### src/rtl/fp_div_8bit_seq.sv
// Sequential 8-bit float divider (1/3/4, bias 3): restoring mantissa division, one quotient bit per clock.
// Optional macro FP_DIV_ROUND_EN adds a guard bit with round-half-up; otherwise the fraction is truncated.
`timescale 1ns/1ps
module fp_div_8bit_seq (
  input  logic       clk,
  input  logic       rst,
  input  logic       start,
  input  logic [7:0] flp_a,
  input  logic [7:0] flp_b,
  output logic       busy,
  output logic       done,
  output logic [7:0] result,
  output logic       div_zero
);

`ifdef FP_DIV_ROUND_EN
  localparam int N = 7;
`else
  localparam int N = 6;
`endif
  localparam int CW = 3;
  localparam logic [CW-1:0] LAST = CW'(N - 1);

  typedef enum logic [1:0] {IDLE, DIV, NORM} state_t;

  state_t            state_q, state_d;
  logic [CW-1:0]     cnt_q, cnt_d;
  logic [5:0]        rem_q, rem_d;
  logic [4:0]        dvs_q, dvs_d;
  logic [N-1:0]      quo_q, quo_d;
  logic              sign_q, sign_d;
  logic signed [5:0] exp_q, exp_d;
  logic              az_q, az_d;
  logic              bz_q, bz_d;
  logic              busy_q, busy_d;
  logic              done_q, done_d;
  logic [7:0]        res_q, res_d;
  logic              dz_q, dz_d;

  // One restoring step: remainder never exceeds 2*divisor, so 6 bits suffice.
  logic          q_bit;
  logic [4:0]    rem_sub;
  logic [CW-1:0] bit_idx;

  always_comb begin
    q_bit   = (rem_q >= {1'b0, dvs_q});
    rem_sub = rem_q[4:0] - dvs_q;
    bit_idx = LAST - cnt_q;
  end

  // Normalization, optional rounding, and special-case priority.
  logic signed [5:0] exp_n;
  logic [3:0]        frac_n;
  logic [7:0]        res_calc;

  always_comb begin
    exp_n  = quo_q[N-1] ? exp_q : exp_q - 6'sd1;
    frac_n = quo_q[N-1] ? quo_q[N-2 -: 4] : quo_q[N-3 -: 4];
`ifdef FP_DIV_ROUND_EN
    if (quo_q[N-1] ? quo_q[N-6] : quo_q[N-7]) begin
      if (&frac_n) begin
        frac_n = 4'd0;
        exp_n  = exp_n + 6'sd1;
      end else begin
        frac_n = frac_n + 4'd1;
      end
    end
`endif
    if (bz_q)
      res_calc = {sign_q, 3'b111, 4'b0000};
    else if (az_q)
      res_calc = 8'h00;
    else if (exp_n > 6'sd7)
      res_calc = {sign_q, 3'b111, 4'b0000};
    else if (exp_n < 6'sd0)
      res_calc = 8'h00;
    else
      res_calc = {sign_q, exp_n[2:0], frac_n};
  end

  always_comb begin
    state_d = state_q;
    cnt_d   = cnt_q;
    rem_d   = rem_q;
    dvs_d   = dvs_q;
    quo_d   = quo_q;
    sign_d  = sign_q;
    exp_d   = exp_q;
    az_d    = az_q;
    bz_d    = bz_q;
    busy_d  = busy_q;
    done_d  = 1'b0;
    res_d   = res_q;
    dz_d    = dz_q;
    case (state_q)
      IDLE: begin
        if (start && !busy_q) begin
          rem_d   = {2'b01, flp_a[3:0]};
          dvs_d   = {1'b1, flp_b[3:0]};
          quo_d   = '0;
          cnt_d   = '0;
          sign_d  = flp_a[7] ^ flp_b[7];
          exp_d   = $signed({3'b000, flp_a[6:4]}) - $signed({3'b000, flp_b[6:4]}) + 6'sd3;
          az_d    = (flp_a[6:0] == 7'd0);
          bz_d    = (flp_b[6:0] == 7'd0);
          busy_d  = 1'b1;
          state_d = DIV;
        end
      end
      DIV: begin
        quo_d[bit_idx] = q_bit;
        rem_d = q_bit ? {rem_sub, 1'b0} : {rem_q[4:0], 1'b0};
        cnt_d = cnt_q + 1'b1;
        if (cnt_q == LAST)
          state_d = NORM;
      end
      NORM: begin
        res_d   = res_calc;
        dz_d    = bz_q;
        done_d  = 1'b1;
        busy_d  = 1'b0;
        state_d = IDLE;
      end
      default: state_d = IDLE;
    endcase
  end

  always_ff @(posedge clk) begin
    if (rst) begin
      state_q <= IDLE;
      cnt_q   <= '0;
      rem_q   <= '0;
      dvs_q   <= '0;
      quo_q   <= '0;
      sign_q  <= 1'b0;
      exp_q   <= '0;
      az_q    <= 1'b0;
      bz_q    <= 1'b0;
      busy_q  <= 1'b0;
      done_q  <= 1'b0;
      res_q   <= 8'h00;
      dz_q    <= 1'b0;
    end else begin
      state_q <= state_d;
      cnt_q   <= cnt_d;
      rem_q   <= rem_d;
      dvs_q   <= dvs_d;
      quo_q   <= quo_d;
      sign_q  <= sign_d;
      exp_q   <= exp_d;
      az_q    <= az_d;
      bz_q    <= bz_d;
      busy_q  <= busy_d;
      done_q  <= done_d;
      res_q   <= res_d;
      dz_q    <= dz_d;
    end
  end

  assign busy     = busy_q;
  assign done     = done_q;
  assign result   = res_q;
  assign div_zero = dz_q;

endmodule

### config.mk
export PLATFORM = sky130hd
export DESIGN_NAME = fp_div_8bit_seq
export DESIGN_NICKNAME = d
export VERILOG_FILES = /design/src/rtl/fp_div_8bit_seq.sv
export SDC_FILE = /design/constraint.sdc
export NUM_CORES = 1
export LEC_CHECK = 0
export ABC_CLOCK_PERIOD_IN_PS = 1890
export CORE_UTILIZATION = 40
export CTS_BUF_LIST = sky130_fd_sc_hd__clkbuf_4 sky130_fd_sc_hd__clkbuf_8
export DETAILED_ROUTE_END_ITERATION = 10
export SLEW_MARGIN = 20
export SYNTH_ARGS = -nofsm -noshare
export SYNTH_HDL_FRONTEND = slang
export SYNTH_SLANG_ARGS = --single-unit
### constraint.sdc
create_clock -name clk -period 1.89 [get_ports clk]
set_clock_uncertainty 0.2 [all_clocks]
set_input_delay 0.378 -clock clk [delete_from_list [all_inputs] [get_ports clk]]
set_output_delay 0.378 -clock clk [all_outputs]
set_load 0.01 [all_outputs]
==> impl_results.md, run 1 <==
* Core area at around 5200 µm²
* Worst min path class: input port to register
* Hold Path Depth at 4
* Clock Latency Late Sink at roughly 290 ps
* Worst R2R Path Depth at 7
* Slew @ Worst Pin at approximately 530 ps
* Mux contribution to synthesized area at ~3.2%
* Clock Sink Count at between 40 and 50
* Largest net degree at the start of global routing at 13
* Crit path setup slack, layout at -6.87 ps
* Dpl cells at 380
* Vias in the first global route at roughly 2,000
* CTS Root Cell: clkbuf_8
* Via/cell ratio at around 5.3
* I/O Buffers at 29
* Initial antenna violation count at 0
* Synth unique cells at 39
* Predominant post-synthesis flop cell: dfxtp_1
* DIE AREA at 5760 µm²
* Number of cells in the finished layout apart from fillers at about 400
* R2R Path End: rem_q[3]
* Area Growth Syn to Fin at 44.4%
* CP required at 1860 ps
* Area share of xor/xnor cells in the synthesized design at under 10%
* Adder-cell share of the synthesized area at slightly above 8%
* Post-DR wirelength/cell at 14.0 µm
* GPL Wtd Cong at ~0.79
* GRT Resource Usage Total at about a fifth
* Worst vdd ir at 0.438 mV
* Synth async-reset ratio at 0%
* Synth warnings at 0
* Total gr overflow at 0
* Starting Density at approximately 42%
* Syn_area_per_cell at roughly 8.3 µm²
* ANT nets after route at 0
* Element type at the critical path end: register
* Residual DRC count at 0
* Worst setup SP type: register
* Pwr dens at 829 nW/µm²
* Hpwl dp at 3840 µm
* Clock buffer count from CTS at 5
* Synth top area share at 37.6%
* Reg clk slew, reported paths at approximately 80 ps
* Synth Net Count at 294
* Final setup vio count at 2
* WS Path Type: register to register
* Num rows at 26
* Count leader, synth: dfxtp_1
* Initial drt markers at 80
* Max Freq at roughly 530 MHz
* Mapped Area at 2180 µm²
* Ranking of synthesized cells by area: dfxtp_1, a21oi_1, ha_1
* Sequential area share after synthesis at 37.6%
* Reg2reg start: dvs_q[1]
* RSZ-0062 raised after global routing: true
* Synth Area in Simple Gates at 21.3%
* Hold path start: flp_b[4]
* Synth cell count leaders: dfxtp_1, nand2_1, a21oi_1
* CTS H-tree lvls at 2
* Deepest clock path buffer count at 2
* NumNets Final at approximately 360
* Die Y at 75.9 µm
* Max-cap violations at 0
* Main combinational cell family by area after synthesis: simple AND/OR/NAND/NOR gates
* Final Cycle Share at 100%
* Hold Crit Endpoint: bz_q
* Status: complete, but fails checks
* Ratio of cells with drive above 1 in the final layout at 30.2%
* Hold-fix buffers, CTS at 0
* Design area at 3160 µm²
* Yosys reg bits at 41
* Placed inst area at about 2800 µm²
* Compound-Gate Fraction of Synth Area at 20.6%
* Failing checks: negative setup slack
* Post-synth EDFFs at 0
* Hold Vio Cnt, Final at 0
* Post-synth top area cell: dfxtp_1
* Final period demand of the worst path at around 1900 ps
* CTS tree: built
* DR pass1 iterations at 4
* Mapped Cells at 262
* First-pass GRT wire length at 8910 µm
* Antenna diode count at 0
* Die X at 75.9 µm
* Via count at around 2,100
* I/O pin cnt at 30
* R2r setup slk at -7 ps
* Final wirelength at 5520 µm
* Crit-path max FO at 4
* Leakage at roughly 0.0012 µW
* Worst Path Arrival at 1870 ps
* Max-slew violation count at 0
* Worst slew margin at 64.4%
-- routing by layer --
layer / global-route usage [%] / vias to the layer above / wire length, µm
met2: 32.8 / 44 / 2660
met5: 0 / - / 0
met3: 3.98 / 8 / 156
met4: 4.62 / 0 / 90
met1: 24.3 / 969 / 2610
li1: - / 1062 / -
-- worst max-delay path by stage --
stage	to	from	depth (start not counted)
after floorplan	rem_q[2]	rem_q[0]	7
after global placement	exp_q[3]	flp_a[4]	9
after detailed placement	exp_q[2]	flp_a[4]	9
after CTS	quo_q[3]	rem_q[0]	7
after global routing	rem_q[3]	rem_q[0]	7
final	rem_q[3]	dvs_q[1]	7
-- sequential cells by signal, summed over array words and instances (netlist names), 2 cells and up --
register / count
cnt_q: 3
result: 8
dvs_q: 5
rem_q: 6
exp_q: 5
quo_q: 6
state_q: 2
-- area by class of cell --
type                            count  area (µm²)
Tap cell                           70        87.6
Multi-Input combinational cell    188        1440
Timing Repair Buffer               71         618
Clock inverter                      1        30.0
Inverter                           17        63.8
Sequential cell                    41         831
Clock buffer                        7        90.1
Fill cell                         456        2020
-- stage by stage --
| step | util, % | hold WS, ps | TNS, ps | setup slack, ps | power, µW |
|---|---|---|---|---|---|
| after detailed placement | 53.6 | 232 | -8240 | -539 | 1630 |
| after floorplan | - | 235 | 0 | 12.0 | 1370 |
| after CTS | 56.8 | 243 | 0 | 2.28 | 2410 |
| final | 61.0 | 236 | -11.9 | -6.87 | 2620 |
| after global routing | 61.0 | 254 | -295 | -61.0 | 2760 |
| after global placement | 53.6 | 223 | -7780 | -486 | 1620 |
-- power by group --
group          switching, µW  internal [µW]  total (µW)  leakage (µW)
logic                    433            471         904      0.000809
clock network            298            445         743     0.0000619
registers               54.7            913         968      0.000337
-- timing repair --
item	in CTS	in global routing
endpoints found under the setup margin	15	19
setup buffers	1	6
gates resized for setup	16	47
pin swaps	3	16
-- critical path, cell delays in order, from the launching register on --
cell,delay [ps]
dfxtp_1,330
inv_1,50
ha_1,320
nand2_2,100
a21oi_4,80
buf_6,120
or2_4,260
o311a_1,330
-- layout by cell type (no fill, tap or decap), types with 7 or more instances in the layout --
cell	count
mux2i_1	7
o21ai_0	7
dfxtp_2	8
clkdlybuf4s50_1	24
inv_1	12
a21oi_1	23
nor2_1	18
nand2_1	31
nand3_1	7
dfxtp_1	33
buf_4	36
-- kinds of logic after synthesis --
group,after synthesis
DFF,41
AOI/OAI and AO/OA,69
adders and majority gates,13
buffers and inverters,33
and+or+nand+nor,91
muxes,7
xor gates and xnor gates,8
(Power assumes the default switching activity.)
==> run 2: changes to the inputs <==
--- a/config.mk
+++ b/config.mk
@@ -9,6 +9,7 @@
 export CORE_UTILIZATION = 40
 export CTS_BUF_LIST = sky130_fd_sc_hd__clkbuf_4 sky130_fd_sc_hd__clkbuf_8
 export DETAILED_ROUTE_END_ITERATION = 10
+export GPL_TIMING_DRIVEN = 1
 export SLEW_MARGIN = 20
 export SYNTH_ARGS = -nofsm -noshare
 export SYNTH_HDL_FRONTEND = slang
==> results of run 2 <==
Same layout as run 1: the final DEF is identical, and so are final timing and power.
==> run 3: changes to the inputs <==
--- a/config.mk
+++ b/config.mk
@@ -10,6 +10,7 @@
 export CTS_BUF_LIST = sky130_fd_sc_hd__clkbuf_4 sky130_fd_sc_hd__clkbuf_8
 export DETAILED_ROUTE_END_ITERATION = 10
 export GPL_TIMING_DRIVEN = 1
+export HOLD_SLACK_MARGIN = 0.03
 export SLEW_MARGIN = 20
 export SYNTH_ARGS = -nofsm -noshare
 export SYNTH_HDL_FRONTEND = slang
==> results of run 3 <==
Same layout as run 1: the final DEF is identical, and so are final timing and power.
